==> src/rtl/reg_file_pkg.sv <==
// Shared constants and helpers for the parametrised register file.
// Parity support is enabled by defining REGFILE_PARITY_EN.
package reg_file_pkg;

    localparam int RD_LAT_MAX = 2;

    // Entry 3 = 0x20, entry 2 = 0x81, entries 1/0 = 0x00 (entry 0 in LSBs)
    localparam logic [31:0] EXPORT_RST_DEFAULT = {8'h20, 8'h81, 8'h00, 8'h00};

    localparam int PAR_W_MAX = 64;

    // Even-parity bit: makes the total count of ones (data + bit) even.
    function automatic logic even_parity(input logic [PAR_W_MAX-1:0] d);
        return ^d;
    endfunction

endpackage

==> src/rtl/reg_file_rd_pipe.sv <==
// One extra register stage for the read response, used when RD_LAT=2.
module reg_file_rd_pipe #(
    parameter int DATA_W = 8
) (
    input  logic              CLK,
    input  logic              RST,
    input  logic [DATA_W-1:0] data_i,
    input  logic              vld_i,
    input  logic              aerr_i,
    input  logic              perr_i,
    output logic [DATA_W-1:0] data_o,
    output logic              vld_o,
    output logic              aerr_o,
    output logic              perr_o
);

    logic [DATA_W-1:0] data_q;
    logic              vld_q;
    logic              aerr_q;
    logic              perr_q;

    // The upstream stage already holds its data between reads, so copying every cycle keeps RdData stable.
    always_ff @(posedge CLK or posedge RST) begin
        if (RST) begin
            data_q <= '0;
            vld_q  <= 1'b0;
            aerr_q <= 1'b0;
            perr_q <= 1'b0;
        end else begin
            data_q <= data_i;
            vld_q  <= vld_i;
            aerr_q <= aerr_i;
            perr_q <= perr_i;
        end
    end

    assign data_o = data_q;
    assign vld_o  = vld_q;
    assign aerr_o = aerr_q;
    assign perr_o = perr_q;

endmodule

==> src/rtl/reg_file_param.sv <==
// Parametrised register file with 1/2-cycle reads, write-through bypass and range checking.
// Optional per-entry parity (Par_Inj input, Par_Err output) when REGFILE_PARITY_EN is defined.
module reg_file_param
    import reg_file_pkg::*;
#(
    parameter int DATA_W     = 8,
    parameter int ADDR_W     = 4,
    parameter int DEPTH      = 16,
    parameter int NUM_EXPORT = 4,
    parameter int RD_LAT     = 1,
    parameter logic [NUM_EXPORT*DATA_W-1:0] EXPORT_RST = (NUM_EXPORT*DATA_W)'(EXPORT_RST_DEFAULT)
) (
    input  logic                         CLK,
    input  logic                         RST,
    input  logic                         WrEn,
    input  logic                         RdEn,
    input  logic [ADDR_W-1:0]            Address,
    input  logic [DATA_W-1:0]            WrData,
`ifdef REGFILE_PARITY_EN
    input  logic                         Par_Inj,
`endif
    output logic [DATA_W-1:0]            RdData,
    output logic                         RdData_Valid,
    output logic                         Addr_Err,
    output logic [NUM_EXPORT*DATA_W-1:0] REG_OUT,
    output logic                         Par_Err
);

    generate
        if (RD_LAT < 1 || RD_LAT > RD_LAT_MAX) begin : g_bad_rd_lat
            $error("reg_file_param: RD_LAT must be 1 or 2");
        end
        if (DEPTH < 2 || DEPTH > (1 << ADDR_W) || DEPTH < NUM_EXPORT) begin : g_bad_depth
            $error("reg_file_param: DEPTH out of range");
        end
        if (DATA_W > PAR_W_MAX) begin : g_bad_width
            $error("reg_file_param: DATA_W too wide for parity helper");
        end
    endgenerate

    function automatic logic [DATA_W-1:0] rst_val(input int idx);
        rst_val = '0;
        for (int i = 0; i < NUM_EXPORT; i++) begin
            if (i == idx) rst_val = EXPORT_RST[i*DATA_W +: DATA_W];
        end
    endfunction

    logic              addr_ok;
    logic [DATA_W-1:0] mem_w [DEPTH];
    logic [DATA_W-1:0] rd_word;
`ifdef REGFILE_PARITY_EN
    logic              par_w [DEPTH];
    logic              rd_par;
    logic              wr_par;
`endif

    // Out-of-range addresses never alias onto an implemented entry.
    assign addr_ok = ({1'b0, Address} < (ADDR_W+1)'(DEPTH));

`ifdef REGFILE_PARITY_EN
    assign wr_par = even_parity(PAR_W_MAX'(WrData)) ^ Par_Inj;
`endif

    genvar g;
    generate
        for (g = 0; g < DEPTH; g++) begin : g_entry
            logic [DATA_W-1:0] data_q;
            logic              wr_hit;

            assign wr_hit   = WrEn && (Address == ADDR_W'(g));
            assign mem_w[g] = data_q;

            always_ff @(posedge CLK or posedge RST) begin
                if (RST)         data_q <= rst_val(g);
                else if (wr_hit) data_q <= WrData;
            end

`ifdef REGFILE_PARITY_EN
            logic par_q;
            assign par_w[g] = par_q;

            always_ff @(posedge CLK or posedge RST) begin
                if (RST)         par_q <= even_parity(PAR_W_MAX'(rst_val(g)));
                else if (wr_hit) par_q <= wr_par;
            end
`endif
        end

        for (g = 0; g < NUM_EXPORT; g++) begin : g_export
            assign REG_OUT[g*DATA_W +: DATA_W] = mem_w[g];
        end
    endgenerate

    always_comb begin
        rd_word = '0;
`ifdef REGFILE_PARITY_EN
        rd_par  = 1'b0;
`endif
        for (int i = 0; i < DEPTH; i++) begin
            if (Address == ADDR_W'(i)) begin
                rd_word = mem_w[i];
`ifdef REGFILE_PARITY_EN
                rd_par  = par_w[i];
`endif
            end
        end
    end

    logic [DATA_W-1:0] rd_data_q, rd_data_d;
    logic              rd_vld_q, rd_vld_d;
    logic              rd_aerr_q, rd_aerr_d;
    logic              rd_perr_q, rd_perr_d;
    logic              wr_aerr_q, wr_aerr_d;

    always_comb begin
        rd_vld_d  = RdEn;
        rd_aerr_d = RdEn && !addr_ok;
        wr_aerr_d = WrEn && !RdEn && !addr_ok;
        rd_data_d = rd_data_q;
        rd_perr_d = 1'b0;
        if (RdEn) begin
            if (!addr_ok)  rd_data_d = '0;
            else if (WrEn) rd_data_d = WrData;
            else           rd_data_d = rd_word;
        end
`ifdef REGFILE_PARITY_EN
        // A bypassed read sees exactly the parity the write is about to store.
        if (RdEn && addr_ok) begin
            if (WrEn) rd_perr_d = Par_Inj;
            else      rd_perr_d = (rd_par != even_parity(PAR_W_MAX'(rd_word)));
        end
`endif
    end

    // Read response stage: registered at the edge that accepts the read
    always_ff @(posedge CLK or posedge RST) begin
        if (RST) begin
            rd_data_q <= '0;
            rd_vld_q  <= 1'b0;
            rd_aerr_q <= 1'b0;
            rd_perr_q <= 1'b0;
            wr_aerr_q <= 1'b0;
        end else begin
            rd_data_q <= rd_data_d;
            rd_vld_q  <= rd_vld_d;
            rd_aerr_q <= rd_aerr_d;
            rd_perr_q <= rd_perr_d;
            wr_aerr_q <= wr_aerr_d;
        end
    end

    logic rd_aerr_out;

    generate
        if (RD_LAT == 2) begin : g_lat2
            reg_file_rd_pipe #(
                .DATA_W (DATA_W)
            ) u_rd_pipe (
                .CLK    (CLK),
                .RST    (RST),
                .data_i (rd_data_q),
                .vld_i  (rd_vld_q),
                .aerr_i (rd_aerr_q),
                .perr_i (rd_perr_q),
                .data_o (RdData),
                .vld_o  (RdData_Valid),
                .aerr_o (rd_aerr_out),
                .perr_o (Par_Err)
            );
        end else begin : g_lat1
            assign RdData       = rd_data_q;
            assign RdData_Valid = rd_vld_q;
            assign rd_aerr_out  = rd_aerr_q;
            assign Par_Err      = rd_perr_q;
        end
    endgenerate

    // Write errors report the cycle after the write regardless of read latency.
    assign Addr_Err = rd_aerr_out | wr_aerr_q;

endmodule

==> config.mk <==
export PLATFORM = sky130hd
export DESIGN_NAME = reg_file_param
export DESIGN_NICKNAME = d
export VERILOG_FILES = /design/src/rtl/reg_file_pkg.sv /design/src/rtl/reg_file_rd_pipe.sv /design/src/rtl/reg_file_param.sv
export SDC_FILE = /design/constraint.sdc
export NUM_CORES = 1
export LEC_CHECK = 0
export CAP_MARGIN = 20
export CORE_MARGIN = 4
export CORE_UTILIZATION = 45
export CTS_CLUSTER_SIZE = 20
export DETAILED_ROUTE_END_ITERATION = 6
export PLACE_DENSITY = 0.71
export REMOVE_ABC_BUFFERS = 1
export SLEW_MARGIN = 30
export SYNTH_ARGS = -nofsm -noshare
export SYNTH_HDL_FRONTEND = slang
export SYNTH_SLANG_ARGS = --single-unit
export TNS_END_PERCENT = 50
==> constraint.sdc <==
create_clock -name CLK -period 8.1 [get_ports CLK]
set_input_delay 1.62 -clock CLK [delete_from_list [all_inputs] [get_ports CLK]]
set_output_delay 1.62 -clock CLK [all_outputs]
set_load 0.01 [all_outputs]
==> flow_results.xml, run 1 <==
<?xml version="1.0" encoding="UTF-8"?>
<metrics>
  <group name="status">
    <metric name="result_of_the_run" unit="">complete, no violations</metric>
  </group>
  <group name="setup_path">
    <metric name="worst-r2r-cell-count" unit="">5</metric>
    <metric name="arrival" unit="ps">4220</metric>
    <metric name="start_kind" unit="">input port</metric>
    <metric name="rr_startpoint" unit="">g_entry[7].data_q[2]</metric>
    <metric name="critical_path_required" unit="ps">8400</metric>
    <metric name="timing.critical_path.fanout_max" unit="">20</metric>
    <metric name="classification_of_the_worst_setup_path" unit="">input port to flop</metric>
    <metric name="timing.critical_path.from" unit="">WrEn</metric>
    <metric name="critical_path.endpoint_type" unit="">flop</metric>
  </group>
  <group name="final_layout">
    <metric name="multi_input_area" unit="um^2">3148</metric>
    <metric name="layout_commonest_cell" unit="">dfrtp_1</metric>
    <metric name="antennaDiodeCount" unit="">0</metric>
    <metric name="layout-drive-gt1-share" unit="%">31.05</metric>
    <metric name="num-fill-cells" unit="">1251</metric>
    <metric name="area_delta_synth_final" unit="%">17.27</metric>
    <metric name="final_cell_mix" unit="">134 x dfrtp_1, 131 x mux2_2, 54 x clkdlybuf4s50_1, 33 x o21ai_0</metric>
    <metric name="final_core_util" unit="%">54.55</metric>
    <metric name="ff_latch_area" unit="um^2">3432</metric>
    <metric name="design.final.nets" unit="">631</metric>
  </group>
  <group name="drt">
    <metric name="drtPass1Iterations" unit="">6</metric>
    <metric name="final_wirelength" unit="um">18720</metric>
    <metric name="antenna_left" unit="">0</metric>
    <metric name="route.detailed.wl_per_inst" unit="um">23.06</metric>
    <metric name="initialDrtViolationCount" unit="">446</metric>
    <metric name="route.detailed.drc" unit="">0</metric>
    <metric name="drt-vias-per-instance" unit="">6.207</metric>
    <metric name="detailroute.via_count" unit="">5040</metric>
  </group>
  <group name="clocking">
    <metric name="post_cts_hold_buffer_count" unit="">0</metric>
    <metric name="clock_insertion_delay_worst_skew" unit="ps">420</metric>
    <metric name="tritoncts_sink_count" unit="">137</metric>
    <metric name="clk_pin_slew_worst_paths" unit="ps">60</metric>
    <metric name="tritoncts_clock_tree" unit="">done</metric>
    <metric name="tritoncts_buffers" unit="">17</metric>
    <metric name="postCtsSetupRepairBufs" unit="">0</metric>
    <metric name="cts_resized" unit="">0</metric>
    <metric name="cts.htree.levels" unit="">4</metric>
    <metric name="cts_max_path_buffers" unit="">2</metric>
    <metric name="root_cell_of_the_clock_tree" unit="">clkbuf_16</metric>
  </group>
  <group name="global_routing">
    <metric name="overflow" unit="">0</metric>
    <metric name="antenna_found_initial" unit="">0</metric>
    <metric name="grt_max_degree" unit="">71</metric>
    <metric name="number_of_global_route_vias_before_repair" unit="">5200</metric>
    <metric name="grtUsageTotal" unit="%">22.33</metric>
    <metric name="global_route_wire_length_before_repair" unit="um">30370</metric>
  </group>
  <group name="logic_synthesis">
    <metric name="postSynthRegisterBits" unit="">137</metric>
    <metric name="cell_variety_after_synth" unit="">66</metric>
    <metric name="synthFlopType" unit="">dfrtp_1</metric>
    <metric name="yosys_warnings" unit="">0</metric>
    <metric name="synth-edff-count" unit="">0</metric>
    <metric name="netlist_area" unit="um^2">6863</metric>
    <metric name="synth-seq-area-share" unit="%">50.01</metric>
    <metric name="netlist_instances" unit="">576</metric>
    <metric name="postSynth.asyncResetShare" unit="%">100.0</metric>
    <metric name="synth_area_per_cell" unit="um^2">11.91</metric>
  </group>
  <group name="sta">
    <metric name="setup_violations" unit="">0</metric>
    <metric name="upper_clock_frequency_limit" unit="MHz">255.5</metric>
    <metric name="timing.final.max_slew_violations" unit="">0</metric>
    <metric name="final.setup.tns" unit="ps">0</metric>
    <metric name="hold-worst-slack" unit="ps">503.6</metric>
    <metric name="final_period_minus_worst_setup_slack" unit="ps">3913</metric>
    <metric name="grt_setup_unrepaired" unit="">false</metric>
    <metric name="report.final.hold_viol_count" unit="">0</metric>
    <metric name="period_share" unit="%">48.31</metric>
    <metric name="worst-slew-pin-transition" unit="ps">899.6</metric>
    <metric name="max-slew-margin-rel" unit="%">39.84</metric>
    <metric name="final.setup_skew" unit="ps">6.742</metric>
  </group>
  <group name="power_and_ir_drop">
    <metric name="vdd.ir_drop.worst" unit="V">0.0001568</metric>
    <metric name="power.leakage" unit="nW">3.294</metric>
    <metric name="power_density" unit="nW/um^2">269.7</metric>
  </group>
  <group name="placed_design">
    <metric name="numPortBuffers" unit="">56</metric>
    <metric name="post-dp-hpwl" unit="um">12200</metric>
    <metric name="place_congestion" unit="">0.8874</metric>
  </group>
  <group name="floorplan">
    <metric name="core.rowCount" unit="">44</metric>
    <metric name="chip_width" unit="um">131.5</metric>
    <metric name="fp.dieH" unit="um">131.5</metric>
    <metric name="die_outline_area" unit="um^2">17290</metric>
    <metric name="io-pin-count" unit="">59</metric>
    <metric name="initial_core_util" unit="%">46.51</metric>
    <metric name="floorplan.core_area" unit="um^2">14750</metric>
  </group>
  <group name="min_path">
    <metric name="worstHoldPathCells" unit="">1</metric>
    <metric name="path_type_of_the_worst_min_delay_path" unit="">flop to flop</metric>
    <metric name="min-delay-start" unit="">g_entry[6].data_q[4]</metric>
  </group>
  <group name="flow_run">
    <metric name="max-cap-violations" unit="">0</metric>
  </group>
</metrics>
per-layer routing:
metal | vias up | wire, um | track usage, %
li1 | 2203 | - | -
met1 | 2543 | 7981 | 29.94
met2 | 249 | 8881 | 35.19
met3 | 45 | 1312 | 5.161
met4 | 0 | 548 | 9.102
met5 | - | 0 | 0
worst max-delay path, cell delays in order:
cell and delay, ps:
clkdlybuf4s50_1 990, clkinv_1 540, nor3_2 340, nand2_1 320
mux2_1 400
power by group:
group / internal (mW) / leakage (nW) / switching, mW
sequential: 0.843 / 1.67 / 0.102
combinational: 0.245 / 1.33 / 0.194
clock: 0.506 / 0.294 / 0.281
total: 1.59 / 3.29 / 0.577
final timing paths:
path                                         end  slack (ps)
max in group asynchronous  g_entry[12].data_q[3]        5380
max reg2reg                            RdData[2]        6350
max                         g_entry[0].data_q[2]        4190
min reg2reg                 g_entry[6].data_q[4]         500
min in group asynchronous   g_entry[2].data_q[5]        1660
min                         g_entry[6].data_q[4]         500
per-stage QoR:
stage / area (um^2) / instances / total power, mW / setup slack (ps)
2_1_floorplan: 6606 / 533 / 1.175 / 2817
3_3_place_gp: 7445 / 780 / 1.370 / 3828
3_5_place_dp: 7445 / 780 / 1.390 / 3793
4_1_cts: 8044 / 812 / 2.181 / 4238
5_1_grt: 8048 / 812 / 2.264 / 4060
6_report: 8048 / 812 / 2.171 / 4187
cells in the mapped netlist (3+ instances only):
cell | n | area share (%)
a221oi_1 | 4 | 0.51
o21ai_0 | 33 | 2.4
buf_4 | 6 | 0.66
nand3b_1 | 8 | 0.88
a21oi_1 | 24 | 1.8
nor2b_1 | 10 | 0.91
a221o_1 | 3 | 0.44
nor2_1 | 18 | 0.98
mux2_2 | 131 | 21
a211oi_1 | 8 | 0.88
o211ai_1 | 5 | 0.55
dfrtp_1 | 134 | 49
a31oi_1 | 9 | 0.82
buf_6 | 7 | 1.1
mux2i_1 | 9 | 1.3
mux4_2 | 3 | 0.98
a32o_1 | 3 | 0.44
nor2_2 | 8 | 0.73
inv_1 | 4 | 0.22
o22ai_1 | 5 | 0.46
nand2b_1 | 7 | 0.64
nand2_1 | 24 | 1.3
nor3_1 | 13 | 0.95
clkbuf_1 | 15 | 0.82
o32ai_1 | 3 | 0.38
dfstp_2 | 3 | 1.1
nand3_1 | 10 | 0.73
buf_2 | 16 | 1.2
and2_1 | 3 | 0.27
a32oi_1 | 3 | 0.38
cell families after synthesis:
group | share of synthesized area (%)
DFF | 50.01
xor gates and xnor gates | 0.1276
muxes | 24.12
AOI/OAI and AO/OA | 12.03
other | 0.05464
buffers and inverters | 4.175
and+or+nand+nor | 9.481
flip-flops by register name, indices dropped and copies added (netlist names):
name            cells
RdData_Valid        1
g_entry.data_q    128
RdData              8
area by class of cell:
| cell class | count | share of cell area [%] |
|---|---|---|
| multi-input combinational | 389 | 39.12 |
| inverter | 7 | 0.3887 |
| clock buffer | 24 | 5.986 |
| tap | 184 | 2.861 |
| sequential | 137 | 42.65 |
| clock inverter | 8 | 1.461 |
| timing repair buffer | 63 | 7.540 |
No activity file was read; power rests on OpenSTA's default activity.
==> run 2, diff against run 1 <==
Clock period 8.1 ns to 4.1 ns, I/O delays scaled along.
==> flow_results.xml, run 2 (synthesis results as in run 1) <==
<?xml version="1.0" encoding="UTF-8"?>
<metrics>
  <group name="final_layout">
    <metric name="top_reg_by_flops" unit="">g_entry.data_q</metric>
    <metric name="final_core_util" unit="%">54.76</metric>
    <metric name="final_cell_count_no_fill" unit="">821</metric>
    <metric name="antennaDiodeCount" unit="">0</metric>
    <metric name="ff_latch_area" unit="um^2">3432</metric>
    <metric name="multi_input_area" unit="um^2">3148</metric>
    <metric name="area_delta_synth_final" unit="%">17.72</metric>
    <metric name="design.final.nets" unit="">640</metric>
    <metric name="final_cell_mix" unit="">134 x dfrtp_1, 131 x mux2_2, 54 x clkdlybuf4s50_1, 33 x o21ai_0</metric>
    <metric name="layout_commonest_cell" unit="">dfrtp_1</metric>
    <metric name="largest_reg_flops" unit="">128</metric>
    <metric name="layout-drive-gt1-share" unit="%">32.34</metric>
    <metric name="num-fill-cells" unit="">1234</metric>
  </group>
  <group name="sta">
    <metric name="final_period_minus_worst_setup_slack" unit="ps">3049</metric>
    <metric name="report.final.hold_viol_count" unit="">0</metric>
    <metric name="fin_ws" unit="ps">1051</metric>
    <metric name="grt_setup_unrepaired" unit="">false</metric>
    <metric name="final.setup_skew" unit="ps">7.987</metric>
    <metric name="setup_violations" unit="">0</metric>
    <metric name="worst-slew-pin-transition" unit="ps">860.7</metric>
    <metric name="timing.final.max_slew_violations" unit="">0</metric>
    <metric name="upper_clock_frequency_limit" unit="MHz">328.0</metric>
    <metric name="period_share" unit="%">74.35</metric>
    <metric name="max-slew-margin-rel" unit="%">42.44</metric>
  </group>
  <group name="power_and_ir_drop">
    <metric name="cellInternalPower" unit="mW">2.991</metric>
    <metric name="power.share.sequential" unit="%">44.8</metric>
    <metric name="power_frac_clock" unit="%">34.3</metric>
    <metric name="power.leakage" unit="nW">3.303</metric>
    <metric name="comb_power_share" unit="%">20.9</metric>
    <metric name="p_switching" unit="mW">1.176</metric>
    <metric name="power_density" unit="nW/um^2">515.8</metric>
    <metric name="vdd.ir_drop.worst" unit="V">0.0002789</metric>
    <metric name="swShare" unit="%">28.22</metric>
  </group>
  <group name="setup_path">
    <metric name="worst-r2r-cell-count" unit="">5</metric>
    <metric name="critical_path_required" unit="ps">4400</metric>
    <metric name="timing.rr.end" unit="">RdData[4]</metric>
    <metric name="rr_startpoint" unit="">g_entry[6].data_q[4]</metric>
    <metric name="timing.critical_path.fanout_max" unit="">18</metric>
    <metric name="critical_path.endpoint_type" unit="">flop</metric>
    <metric name="reg2reg_slack" unit="ps">2410</metric>
    <metric name="classification_of_the_worst_setup_path" unit="">input port to flop</metric>
    <metric name="start_kind" unit="">input port</metric>
    <metric name="arrival" unit="ps">3350</metric>
  </group>
  <group name="drt">
    <metric name="initialDrtViolationCount" unit="">630</metric>
    <metric name="route.detailed.wl_per_inst" unit="um">22.92</metric>
    <metric name="highest_layer" unit="">met4</metric>
    <metric name="route.met2.wl" unit="um">9146</metric>
    <metric name="m1WireLength" unit="um">7833</metric>
    <metric name="route.detailed.drc" unit="">0</metric>
    <metric name="detailroute.via_count" unit="">5136</metric>
    <metric name="drt-vias-per-instance" unit="">6.256</metric>
    <metric name="antenna_left" unit="">0</metric>
    <metric name="met3WireLength" unit="um">1256</metric>
    <metric name="drtPass1Iterations" unit="">5</metric>
    <metric name="final_wirelength" unit="um">18820</metric>
  </group>
  <group name="clocking">
    <metric name="cts_resized" unit="">0</metric>
    <metric name="post_cts_hold_buffer_count" unit="">0</metric>
    <metric name="cts.htree.levels" unit="">4</metric>
    <metric name="clock_insertion_delay_worst_skew" unit="ps">420</metric>
    <metric name="tritoncts_clock_tree" unit="">done</metric>
    <metric name="tritoncts_sink_count" unit="">137</metric>
    <metric name="clk_pin_slew_worst_paths" unit="ps">60</metric>
    <metric name="postCtsSetupRepairBufs" unit="">0</metric>
    <metric name="cts_max_path_buffers" unit="">2</metric>
    <metric name="root_cell_of_the_clock_tree" unit="">clkbuf_16</metric>
    <metric name="tritoncts_buffers" unit="">17</metric>
  </group>
  <group name="floorplan">
    <metric name="die_outline_area" unit="um^2">17290</metric>
    <metric name="io-pin-count" unit="">59</metric>
    <metric name="initial_core_util" unit="%">46.51</metric>
    <metric name="floorplan.core_area" unit="um^2">14750</metric>
    <metric name="core.rowCount" unit="">44</metric>
    <metric name="chip_width" unit="um">131.5</metric>
    <metric name="fp.dieH" unit="um">131.5</metric>
  </group>
  <group name="placed_design">
    <metric name="placed_cells" unit="">789</metric>
    <metric name="pre_cts_ws" unit="ps">668.7</metric>
    <metric name="post-dp-hpwl" unit="um">12930</metric>
    <metric name="numPortBuffers" unit="">56</metric>
    <metric name="place_congestion" unit="">0.9505</metric>
  </group>
  <group name="min_path">
    <metric name="min-delay-start" unit="">g_entry[5].data_q[0]</metric>
    <metric name="worstHoldPathCells" unit="">1</metric>
    <metric name="path_type_of_the_worst_min_delay_path" unit="">flop to flop</metric>
    <metric name="min_delay_worst_endpoint" unit="">g_entry[5].data_q[0]</metric>
  </group>
  <group name="global_routing">
    <metric name="grtUsageTotal" unit="%">22.09</metric>
    <metric name="grt_max_degree" unit="">82</metric>
    <metric name="number_of_global_route_vias_before_repair" unit="">5190</metric>
    <metric name="overflow" unit="">0</metric>
    <metric name="antenna_found_initial" unit="">0</metric>
    <metric name="global_route_wire_length_before_repair" unit="um">29850</metric>
  </group>
  <group name="flow_run">
    <metric name="max-cap-violations" unit="">0</metric>
  </group>
  <group name="status">
    <metric name="result_of_the_run" unit="">complete, no violations</metric>
  </group>
</metrics>
-- run 2: changes by cell type in the layout (fill, tap and decap cells not counted), sizes merged --
cell      previous run  this run
buf                  9        18
bufinv               3         1
clkbuf              24        19
clkinvlp             1         5
inv                  5         8
-- run 2: worst max-delay path by stage --
stage                          start                    end  slack [ps]  cells past startpoint
after detailed placement  Address[2]  g_entry[11].data_q[0]         670                      5
after CTS                 Address[2]              RdData[7]        1100                      6
after floorplan                  RST              RdData[0]        -380                      1
final                     Address[2]  g_entry[11].data_q[0]        1050                      5
after global routing      Address[2]  g_entry[11].data_q[2]         950                      5
after global placement    Address[2]   g_entry[9].data_q[1]         760                      5
-- run 2: critical path, stage by stage --
cell and delay [ps]:
clkdlybuf4s50_1 760, nor2b_1 660, nand2_1 240, nor2_2 470, mux2_2 400
-- run 2: routing by layer --
metal  track usage (%)  vias to the layer above
met4             9.743                        0
met2             35.27                      253
met3             4.702                       51
met5                 0                        -
met1             29.16                     2610
li1                  -                     2222
-- run 2: final cells by class --
type | instances | area share [%]
Clock inverter | 13 | 1.502
Clock buffer | 19 | 5.359
Inverter | 7 | 0.3872
Timing Repair Buffer | 72 | 8.456
Sequential cell | 137 | 42.48
Tap cell | 184 | 2.850
Multi-Input combinational cell | 389 | 38.97
-- run 2: per-stage QoR --
step / cell area (um^2) / hold slack, ps / power [mW] / setup TNS (ps)
after detailed placement: 7525 / 487.4 / 2.753 / 0
after global placement: 7525 / 484.7 / 2.712 / 0
final: 8079 / 502.5 / 4.167 / 0
after global routing: 8079 / 514.4 / 4.356 / 0
after CTS: 8079 / 500.9 / 4.189 / 0
after floorplan: 6606 / 471.2 / 2.321 / -51300
-- run 2: power by group through the flow --
| stage | logic [mW] | registers (mW) | clock network (mW) |
|---|---|---|---|
| floorplan | 0.465 | 1.86 | 0 |
| global placement | 0.846 | 1.87 | 0 |
| detailed placement | 0.873 | 1.88 | 0 |
| CTS | 0.875 | 1.86 | 1.45 |
| global route | 0.938 | 1.90 | 1.52 |
| finish | 0.871 | 1.87 | 1.43 |
